$ cat src/rtl/mem_access_ctrl.sv
// Multicycle fetch/decode/execute sequencer for the shared memory-address path.
// Optional build macro MEM_TIMEOUT_EN adds a per-access wait timeout and sticky mem_err.
module mem_access_ctrl #(
    parameter logic [3:0] OP_LD   = 4'b0010,
    parameter logic [3:0] OP_ST   = 4'b0011,
    parameter logic [3:0] OP_HALT = 4'b1111
`ifdef MEM_TIMEOUT_EN
    ,
    parameter int TIMEOUT_CYCLES  = 15
`endif
) (
    input  logic        clock,
    input  logic        reset,
    input  logic        run,
    input  logic        mem_ready,
    input  logic [3:0]  ir_opcode,
    output logic        select,
    output logic        mem_req,
    output logic        mem_we,
    output logic        ir_load,
    output logic        pc_inc,
    output logic        reg_we,
    output logic        busy,
    output logic        halted,
    output logic        mem_err,
    output logic [15:0] instr_count,
    output logic [2:0]  state
);

    typedef enum logic [2:0] {
        S_IDLE    = 3'd0,
        S_FETCH   = 3'd1,
        S_DECODE  = 3'd2,
        S_EXEC    = 3'd3,
        S_DATA_RD = 3'd4,
        S_DATA_WR = 3'd5
    } state_t;

    state_t      state_q, state_d;
    logic        halted_q, halted_d;
    logic [15:0] cnt_q;
    logic        retire;
    logic        ir_load_c, pc_inc_c, reg_we_c;
    logic        mem_phase;
    logic        timeout;
    logic        err_q;

    assign mem_phase = (state_q == S_FETCH) || (state_q == S_DATA_RD) ||
                       (state_q == S_DATA_WR);

`ifdef MEM_TIMEOUT_EN
    logic [7:0] wait_q;

    assign timeout = mem_phase && !mem_ready &&
                     (wait_q == 8'(TIMEOUT_CYCLES - 1));

    // Wait counter restarts on every state change, so each access gets a fresh budget
    always_ff @(posedge clock) begin
        if (reset) begin
            wait_q <= 8'd0;
            err_q  <= 1'b0;
        end else begin
            if (timeout)
                err_q <= 1'b1;
            if (state_d != state_q)
                wait_q <= 8'd0;
            else if (mem_phase && !mem_ready)
                wait_q <= wait_q + 8'd1;
        end
    end
`else
    assign timeout = 1'b0;
    assign err_q   = 1'b0;
`endif

    always_comb begin
        state_d   = state_q;
        halted_d  = halted_q;
        retire    = 1'b0;
        ir_load_c = 1'b0;
        pc_inc_c  = 1'b0;
        reg_we_c  = 1'b0;
        case (state_q)
            S_IDLE: begin
                if (!run)
                    halted_d = 1'b0;
                else if (!halted_q && !err_q)
                    state_d = S_FETCH;
            end
            S_FETCH: begin
                if (mem_ready) begin
                    ir_load_c = 1'b1;
                    pc_inc_c  = 1'b1;
                    state_d   = S_DECODE;
                end else if (timeout) begin
                    state_d = S_IDLE;
                end
            end
            S_DECODE: begin
                if (ir_opcode == OP_LD)
                    state_d = S_DATA_RD;
                else if (ir_opcode == OP_ST)
                    state_d = S_DATA_WR;
                else if (ir_opcode == OP_HALT) begin
                    halted_d = 1'b1;
                    retire   = 1'b1;
                    state_d  = S_IDLE;
                end else
                    state_d = S_EXEC;
            end
            S_EXEC: begin
                reg_we_c = 1'b1;
                retire   = 1'b1;
                state_d  = run ? S_FETCH : S_IDLE;
            end
            S_DATA_RD: begin
                if (mem_ready) begin
                    reg_we_c = 1'b1;
                    retire   = 1'b1;
                    state_d  = run ? S_FETCH : S_IDLE;
                end else if (timeout) begin
                    state_d = S_IDLE;
                end
            end
            S_DATA_WR: begin
                if (mem_ready) begin
                    retire  = 1'b1;
                    state_d = run ? S_FETCH : S_IDLE;
                end else if (timeout) begin
                    state_d = S_IDLE;
                end
            end
            default: state_d = S_IDLE;
        endcase
    end

    always_ff @(posedge clock) begin
        if (reset) begin
            state_q  <= S_IDLE;
            halted_q <= 1'b0;
            cnt_q    <= 16'd0;
        end else begin
            state_q  <= state_d;
            halted_q <= halted_d;
            if (retire)
                cnt_q <= cnt_q + 16'd1;
        end
    end

    // Every output is forced low while reset is held, including mid-access
    assign select      = !reset && ((state_q == S_DATA_RD) || (state_q == S_DATA_WR));
    assign mem_req     = !reset && mem_phase;
    assign mem_we      = !reset && (state_q == S_DATA_WR);
    assign busy        = !reset && (state_q != S_IDLE);
    assign ir_load     = !reset && ir_load_c;
    assign pc_inc      = !reset && pc_inc_c;
    assign reg_we      = !reset && reg_we_c;
    assign halted      = !reset && halted_q;
    assign mem_err     = !reset && err_q;
    assign instr_count = reset ? 16'd0 : cnt_q;
    assign state       = reset ? 3'd0 : state_q;

endmodule

$ cat config.mk
export PLATFORM = sky130hd
export DESIGN_NAME = mem_access_ctrl
export DESIGN_NICKNAME = d
export VERILOG_FILES = /design/src/rtl/mem_access_ctrl.sv
export SDC_FILE = /design/constraint.sdc
export NUM_CORES = 1
export LEC_CHECK = 0
export ABC_AREA = 1
export BUFFER_PORTS_ARGS = -buffer_cell sky130_fd_sc_hd__buf_4
export CAP_MARGIN = 15
export CORE_UTILIZATION = 51
export DETAILED_ROUTE_END_ITERATION = 8
export GPL_TIMING_DRIVEN = 0
export PLACE_DENSITY = 0.8
export SKIP_CTS_REPAIR_TIMING = 1
export SLEW_MARGIN = 40
export SYNTH_ARGS = -nofsm -noshare
export SYNTH_HDL_FRONTEND = slang
export SYNTH_SLANG_ARGS = --single-unit
$ cat constraint.sdc
create_clock -name clock -period 1.6 [get_ports clock]
set_input_delay 0.32 -clock clock [delete_from_list [all_inputs] [get_ports clock]]
set_output_delay 0.32 -clock clock [all_outputs]
set_load 0.03 [all_outputs]
# --- Yosys cells after proc, flatten, opt, wreduce, memory -nomap -nowiden ---
# Index checks and enable logic that the tools add are counted.
totals:
  input_bits: 8
  out_inout_bits: 28
  word_cells: 60
  ff_bits: 20
op_classes:
  n_reduce_logical: 17
  mux: 23
  n_eq_ne: 16
  add_sub_neg: 1
op_table:
  columns: ["op", "n"]
  rows:
  - ["two-way mux 3 bit", 7]
  - ["adder 16 x 1 -> 16 bit, second input constant", 1]
  - ["two-way mux 16 bit", 1]
  - ["case mux 3 bit (5 select lines)", 1]
  - ["inequality test 2 bit, second input constant", 7]
  - ["two-way mux 1 bit", 10]
  - ["== test 4 x 2 -> 1 bit, second input constant", 2]
  - ["logical AND 1 bit", 7]
  - ["== test 3 x 2 -> 1 bit, second input constant", 2]
  - ["== test 3 bit, second input constant", 2]
  - ["AND reduction 5 bit", 1]
  - ["== test 4 bit, second input constant", 1]
  - ["case mux 1 bit (2 select lines)", 2]
  - ["AND reduction 4 bit", 1]
  - ["== test 3 x 1 -> 1 bit, second input constant", 1]
  - ["zero test 3 bit", 1]
  - ["logical OR 1 bit", 3]
  - ["case mux 1 bit (3 select lines)", 1]
  - ["nonzero test 3 bit", 1]
  - ["two-way mux 2 bit", 1]
  - ["inequality test 2 x 1 -> 1 bit, second input constant", 1]
  - ["nonzero test 2 bit", 1]
  - ["OR reduction 2 bit", 1]
  - ["zero test 1 bit", 1]

# --- Logic depth before layout (Yosys ltp) ---
# Gate-level depths: netlist of run 1.
depth:
  word_depth: 5
  depth_mapped: 9
  ltp_nobuf: 8

# --- Worst setup path before layout of run 1 ---
# OpenSTA, ideal clock, no wires.
synth_path:
  path_kind: "input to output"
  start: "input port reset"
  end: "output port pc_inc"
  required_ps: 1280
  arrival_time_ps: 1712
  path_stages: 4
  n_path_buf: 3
  slack_ps: -432
  path_cell_list: "clkbuf_1 -> clkbuf_1 -> nor3_1 -> buf_4"
synth_via:
  elab_chain_cells: 2
synth_rtl:
  columns: ["item", "line_no", "text"]
  rows:
  - ["from (decl)", "13", "input logic reset,"]
  - ["zero test 1 bit", null, null]
  - ["logical AND 1 bit", null, null]
  - ["to (decl)", "21", "output logic pc_inc,"]
# No other way between the ends.

# --- Worst setup path in the final report of run 1 ---
layout_path:
  start: "register state_q[1]"
  end: "output port reg_we"
layout_via:
  elab_chain_cells: 3
  elab_cells_between_ends: 4
  classes_between: "eq/ne (2); mux (1); reduce/logical (1)"
layout_rtl:
  columns: ["item", "line_no", "text"]
  rows:
  - ["from (decl)", "39", "state_t state_q, state_d;"]
  - ["from (signal assigned)", "143", "state_q <= state_d;"]
  - ["== test 3 bit / == test 3 x 2 -> 1 bit (equally long branches)", "83", "case (state_q)"]
  - ["case mux 1 bit (2 select lines) (*)", "83", null]
  - ["logical AND 1 bit (*)", "157", "assign reg_we = !reset && reg_we_c;"]
  - ["to (decl)", "22", "output logic reg_we,"]
# Every way passes the cells marked *; elsewhere a longest branch is shown, timed or not.

==> impl_metrics.json, run 1 <==
{
  "status": "finished with violations",
  "failed_checks": "setup timing",
  "yosys_warnings": 0,
  "fin_nets": 267,
  "grtUsageTotal_pct": 22.6,
  "p_per_area_nw_per_um2": 749,
  "dpl.hpwl_um": 2170,
  "use_met3_pct": 1.74,
  "area_growth_pct": 30.1,
  "cts_tree": "yes",
  "fmax_ghz": 0.567,
  "grt_max_degree": 11,
  "avgRoutedWirePerCell_um": 10.7,
  "crit_family": "flip-flops",
  "critPathArrivalTime_ns": 1.44,
  "drtIter0Drc": 44,
  "synth_cell_types": 25,
  "hold_viol": 0,
  "die_area_um2": 2730,
  "drc": 0,
  "cp_slowest_cell": "dfxtp_4",
  "finalWorstSetupSlack_ns": -0.164,
  "overflow": 0,
  "clkTransAtPathRegs_ns": 0.11,
  "clockBufferDepth": 2,
  "syn_area_per_cell_um2": 5.94,
  "portBuffers": 33,
  "vias": 1385,
  "synth_edf_count": 0,
  "crit_buf_inv": 3,
  "slowest_delay_ns": 0.38,
  "synth_flop_cell": "dfxtp_1",
  "viasPerCell": 4.88,
  "start_util_pct": 56.2,
  "synth_nets": 226,
  "grt_first_pass_wirelength_um": 4680,
  "p_switching_uw": 471,
  "hold_ws_ns": 0.330,
  "ys_ff_latch": 20,
  "skew_ns": 0.00438,
  "setup_violations": 1,
  "power.internal_uw": 786,
  "antenna_found_initial": 0,
  "fin_util_pct": 73.0,
  "worstSetupStartpointType": "flop",
  "die_h_um": 52.3,
  "cts.htree.levels": 1,
  "synthCells": 217,
  "grt_pass1_vias": 1123,
  "gp_congestion": 0.841,
  "ant_nets": 0,
  "slew_viol_final": 0,
  "io_pins": 36,
  "swShare_pct": 37.5,
  "drive_gt1_share_pct": 25.4,
  "drtPass1Iterations": 4,
  "clk_latency_ns": 0.29,
  "synth_top_area_share_pct": 31.0,
  "syn_area_um2": 1290,
  "cts.sinks": 20,
  "combPwrFrac_pct": 36.1,
  "crit_path_end_kind": "output pin",
  "synth_top_cell_by_area": "dfxtp_1",
  "max_cap_viol_count": 0,
  "cts_made_buffers": 3,
  "synthTopCellsByArea": "dfxtp_1, nor2_1, nand2_1",
  "min_period_over_period_pct": 110,
  "num_rows": 17,
  "vdd_drop_max_uv": 579,
  "core_um2": 2300,
  "use_met2_pct": 36.9,
  "grt_most_used_layer": "met2",
  "worstPathRequired_ns": 1.28,
  "p_seq_share_pct": 45.3,
  "cts_root_buf": "clkbuf_4",
  "p_leak_uw": 0.000753,
  "layout_min_cycle_time_ns": 1.76,
  "rsz0062_at_grt": "true",
  "holdCritPathClass": "primary input to flop",
  "path_class": "flop to output pin",
  "fp.dieW_um": 52.3,
  "grt_use_met1_pct": 31.7,
  "synth_top_cells_by_count": "nor2_1, nand2_1, inv_1",
  "num_antenna_cells": 0,
  "crit_fanout": 5,
  "path_cells": "inv_4, nand2_4, o21ai_4, inv_2, a211oi_2, buf_4",
  "synthArstFlopShare_pct": 0,
  "yosysMostFrequentCell": "nor2_1",
  "wl_um": 3040,
  "finalSetupTns_ns": -0.164,
  "seq_area_frac_synth_pct": 31.0,
  "p_clk_share_pct": 18.6
}
## registers in the layout, indices dropped and copies added (netlist names)
signal / count
state_q: 3
cnt_q: 16
halted_q: 1
## cell type report
| class | instances | area (µm²) |
|---|---|---|
| Fill cell | 210 | 619 |
| Multi-Input combinational cell | 154 | 748 |
| Buffer | 9 | 57.6 |
| Timing Repair Buffer | 36 | 274 |
| Inverter | 34 | 130 |
| Sequential cell | 20 | 410 |
| Tap cell | 28 | 35.0 |
| Clock buffer | 3 | 22.5 |
## per-stage QoR
stage | cell area [µm²] | cells | setup slack [ns] | power [µW]
after floorplan | 1290 | 217 | -0.140 | 855
after global placement | 1580 | 278 | -0.0367 | 970
after detailed placement | 1580 | 278 | -0.0684 | 975
after CTS | 1600 | 281 | -0.187 | 1200
after global routing | 1680 | 284 | -0.217 | 1330
final | 1680 | 284 | -0.164 | 1260
## cells by family after synthesis
family	count (synthesis)	synth area share [%]
buf+inv	43	14.3
fa+ha+maj	1	0.970
other cells	1	0.291
flops	20	31.0
compound gates	25	10.5
xor+xnor	2	1.36
simple gates	125	41.6
## worst register-to-register path, stage by stage, from the launching register on
cell and delay [ns]:
dfxtp_1 0.39, ha_1 0.22, nand2_1 0.12, nor2_4 0.14, nand3b_1 0.16, nor2_1 0.16, nand3_1 0.08, nand2_1 0.06
nor2_1 0.04
## placed cells by master, fill, tap and decap left out, types with 2 or more instances in the layout
cell type,instances
dfxtp_2,2
nand2_4,2
buf_1,2
inv_2,2
nor3b_1,2
buf_4,37
clkbuf_1,2
nor3_1,4
nor2_2,2
inv_1,31
nand3_2,3
o21ai_0,4
nand3_1,14
nand2_2,2
a21oi_1,18
buf_6,3
clkbuf_4,3
dfxtp_4,2
xor2_1,2
dfxtp_1,16
nor2_1,49
nand3b_1,2
nand2_1,42
## power by group through the flow
stage | clock network [µW] | logic, µW | registers (µW)
finish | 233 | 454 | 569
global route | 251 | 500 | 575
CTS | 237 | 412 | 553
detailed placement | 0 | 411 | 564
global placement | 0 | 405 | 564
floorplan | 0 | 295 | 559
## final timing paths
check / start / end / slack (ns) / cells past startpoint
hold reg to reg: cnt_q[0] / cnt_q[0] / 0.48 / 1
setup / recovery: state_q[1] / reg_we / -0.16 / 6
hold / removal: mem_ready / state_q[2] / 0.33 / 4
setup reg to reg: cnt_q[1] / cnt_q[14] / 0.14 / 8
## metal layers
metal / share of wire, % / wire, µm / vias to the layer above
li1: - / - / 745
met1: 49 / 1490 / 614
met2: 48 / 1450 / 24
met3: 3.2 / 96 / 2
met4: 0.33 / 10 / 0
met5: 0 / 0 / -
Power figures use the tool's default switching activity.
==> inputs of run 2 (changes only) <==
==> constraint.sdc (replaced) <==
create_clock -name clock -period 1.6 [get_ports clock]
set_input_delay 0.16 -clock clock [delete_from_list [all_inputs] [get_ports clock]]
set_output_delay 0.16 -clock clock [all_outputs]
set_load 0.03 [all_outputs]
==> impl_metrics.json, run 2 (synthesized netlist as in run 1, its figures left out) <==
{
  "drtPass1Iterations": 4,
  "grt_max_degree": 11,
  "final_cell_mix": "nor2_1, nand2_1, buf_4",
  "fmax_ghz": 0.639,
  "clockBufferDepth": 2,
  "largest_registers": "cnt_q (16), state_q (3), halted_q (1)",
  "holdCritPathClass": "primary input to flop",
  "path_cells": "inv_4, nand2_4, o21ai_4, inv_2, a211oi_2, buf_4",
  "p_leak_uw": 0.000740,
  "crit_fanout": 5,
  "fin_nets": 265,
  "hold_ws_ns": 0.170,
  "core_um2": 2300,
  "layout_min_cycle_time_ns": 1.56,
  "viasPerCell": 4.87,
  "die_h_um": 52.3,
  "slowest_delay_ns": 0.38,
  "worstHoldStart": "mem_ready",
  "finalSetupTns_ns": 0,
  "place_ws_ns": 0.0513,
  "setup_violations": 0,
  "clkTransAtPathRegs_ns": 0.10,
  "vdd_drop_max_uv": 572,
  "worstSetupStartpointType": "flop",
  "num_rows": 17,
  "ant_nets": 0,
  "crit_start": "state_q[1]",
  "cts.sinks": 20,
  "dpl.hpwl_um": 2170,
  "crit_buf_inv": 3,
  "fin_util_pct": 71.8,
  "critPathArrivalTime_ns": 1.40,
  "drtIter0Drc": 43,
  "worstPathRequired_ns": 1.44,
  "slew_viol_final": 0,
  "largest_register": "cnt_q",
  "drive_gt1_share_pct": 24.0,
  "antenna_found_initial": 0,
  "dp_cells": 278,
  "die_area_um2": 2730,
  "gp_congestion": 0.841,
  "largest_reg_flops": 16,
  "overflow": 0,
  "grt_first_pass_wirelength_um": 4680,
  "io_pins": 36,
  "setup.worst_path.end": "reg_we",
  "path_class": "flop to output pin",
  "reg2regPathDepth": 8,
  "max_cap_viol_count": 0,
  "critical_path_cell_count": 6,
  "start_util_pct": 56.2,
  "skew_ns": 0.00646,
  "cts_tree": "yes",
  "hold_viol": 0,
  "crit_family": "flip-flops",
  "grtUsageTotal_pct": 22.6,
  "regToRegSetupSlack_ns": 0.12,
  "status": "completed",
  "r2r-end": "cnt_q[14]",
  "vias": 1374,
  "min_period_over_period_pct": 97.8,
  "cts_made_buffers": 3,
  "drc": 0,
  "r2r-start": "cnt_q[1]",
  "fp.dieW_um": 52.3,
  "clk_latency_ns": 0.29,
  "p_per_area_nw_per_um2": 744,
  "cts.htree.levels": 1,
  "cts_root_buf": "clkbuf_4",
  "finalWorstSetupSlack_ns": 0.0354,
  "area_growth_pct": 27.9,
  "num_antenna_cells": 0,
  "portBuffers": 33,
  "layout.cells.non_filler": 282,
  "rsz0062_at_grt": "true",
  "final_common_cell": "nor2_1",
  "cp_slowest_cell": "dfxtp_4",
  "crit_path_end_kind": "output pin",
  "wl_um": 2920,
  "avgRoutedWirePerCell_um": 10.4,
  "grt_pass1_vias": 1123
}
run 2: routing by layer:
layer / GRT usage (%) / vias to the layer above / wire, µm
met4: 6.14 / 0 / 10
li1: - / 739 / -
met5: 0 / - / 0
met3: 1.74 / 2 / 109
met2: 36.9 / 31 / 1320
met1: 31.7 / 602 / 1480
run 2: final cells by class:
type                       instances  area (µm²)
timing repair buffer              34         255
fill                             213         647
sequential                        20         408
inverter                          34         130
tap                               28        35.0
clock buffer                       3        22.5
buffer                             9        56.3
multi-input combinational        154         743
run 2: how the worst min path moves through the flow:
stage / end / slack, ns / cells after the start
2_1_floorplan: halted_q / 0.36 / 2
6_report: state_q[2] / 0.17 / 4
3_5_place_dp: cnt_q[3] / 0.48 / 2
3_3_place_gp: cnt_q[13] / 0.46 / 2
4_1_cts: state_q[2] / 0.18 / 4
5_1_grt: state_q[2] / 0.18 / 4
run 2: worst min-delay path: cells and delay by family:
family,cells,cell delay (ns)
simple gates,2,0.08
buf+inv,1,0.08
compound gates,1,0.11
run 2: metrics by stage:
step / power [µW] / area [µm²]
2_1_floorplan: 855 / 1290
5_1_grt: 1300 / 1650
3_3_place_gp: 970 / 1580
4_1_cts: 1200 / 1600
3_5_place_dp: 975 / 1580
6_report: 1230 / 1650
run 2: power by group:
part | switching [µW] | total (µW) | internal [µW] | leakage [µW]
Clock | 146 | 234 | 87.5 | 0.0000138
Sequential | 37.9 | 567 | 529 | 0.000163
Combinational | 275 | 427 | 152 | 0.000562
==> inputs of run 3 (changes only) <==
Settings changed: RECOVER_POWER from default to 100.
==> impl_metrics.json, run 3 (synthesized netlist as in run 1, its figures left out) <==
{
  "worstSetupStartpointType": "flop",
  "clk_latency_ns": 0.29,
  "cts_made_buffers": 3,
  "antenna_found_initial": 0,
  "worstPathRequired_ns": 1.44,
  "grt_max_degree": 11,
  "wl_met2_um": 1310,
  "holdCritPathClass": "primary input to flop",
  "grtUsageTotal_pct": 22.6,
  "place_ws_ns": 0.0513,
  "portBuffers": 33,
  "max_cap_viol_count": 0,
  "start_util_pct": 56.2,
  "skew_ns": 0.00488,
  "register_area_um2": 408,
  "finalWorstSetupSlack_ns": 0.0327,
  "largest_reg_flops": 16,
  "overflow": 0,
  "die_h_um": 52.3,
  "drtPass1Iterations": 4,
  "die_area_um2": 2730,
  "slew_viol_final": 0,
  "area_growth_pct": 21.5,
  "vias": 1379,
  "io_pins": 36,
  "wl_met3_um": 103,
  "fmax_ghz": 0.638,
  "layout.cells.non_filler": 282,
  "dp_cells": 278,
  "drive_gt1_share_pct": 18.1,
  "grt_pass1_vias": 1123,
  "num_antenna_cells": 0,
  "core_um2": 2300,
  "num_rows": 17,
  "fin_nets": 265,
  "cts_tree": "yes",
  "status": "completed",
  "dpl.hpwl_um": 2170,
  "top_layer": "met4",
  "critPathArrivalTime_ns": 1.41,
  "fin_area_um2": 1570,
  "vdd_drop_max_uv": 567,
  "crit_fanout": 5,
  "fp.dieW_um": 52.3,
  "drtIter0Drc": 41,
  "wl_met1_um": 1520,
  "clockBufferDepth": 2,
  "cts_root_buf": "clkbuf_4",
  "p_leak_uw": 0.000668,
  "viasPerCell": 4.89,
  "largest_registers": "cnt_q (16), state_q (3), halted_q (1)",
  "p_per_area_nw_per_um2": 775,
  "drc": 0,
  "grt_first_pass_wirelength_um": 4680,
  "hold_viol": 0,
  "wl_um": 2930,
  "cts.htree.levels": 1,
  "hold_ws_ns": 0.169,
  "crit_path_end_kind": "output pin",
  "avgRoutedWirePerCell_um": 10.4,
  "ant_nets": 0,
  "final_common_cell": "nor2_1",
  "layout_min_cycle_time_ns": 1.57,
  "fillerInstances": 238,
  "post_dp_cell_area_um2": 1580,
  "largest_register": "cnt_q",
  "fin_util_pct": 68.2,
  "setup_violations": 0,
  "gp_congestion": 0.841,
  "multi_input_area_um2": 743,
  "min_period_over_period_pct": 98.0,
  "clkTransAtPathRegs_ns": 0.11,
  "cts.sinks": 20,
  "path_class": "flop to output pin",
  "rsz0062_at_grt": "true",
  "final_cell_mix": "nor2_1, nand2_1, inv_1"
}
run 3: worst max-delay path: stages (launching register included):
cell and delay, ns:
dfxtp_4 0.38, inv_4 0.08, nand2_4 0.07, o21ai_4 0.17, inv_2 0.08, a211oi_2 0.15, buf_4 0.19
run 3: final timing paths:
check,depth (start not counted),slack (ns),end,start
max reg2reg,8,0.13,cnt_q[6],state_q[2]
max,6,0.03,reg_we,state_q[1]
min reg2reg,1,0.48,cnt_q[0],cnt_q[0]
min,4,0.17,state_q[2],mem_ready
run 3: metal layers:
| layer | GRT usage, % | up-vias |
|---|---|---|
| li1 | - | 739 |
| met1 | 31.7 | 610 |
| met2 | 36.9 | 28 |
| met3 | 1.74 | 2 |
| met4 | 6.14 | 0 |
| met5 | 0 | - |
run 3: layout make-up:
cell class	count	area share (%)
multi-input combinational	154	47.4
tap	28	2.23
clock buffer	3	1.44
inverter	34	8.30
sequential	20	26.0
timing repair buffer	34	11.4
buffer	9	3.19
run 3: through the flow:
stage	setup TNS, ns	total power (µW)
floorplan	0	855
global placement	0	970
detailed placement	0	975
CTS	-0.0265	1200
global route	-0.0393	1280
finish	0	1210
run 3: report_power, final:
part | total (µW) | internal [µW] | switching (µW)
Sequential | 567 | 529 | 37.9
Combinational | 410 | 137 | 274
Clock | 238 | 87.5 | 150
Total | 1210 | 753 | 462
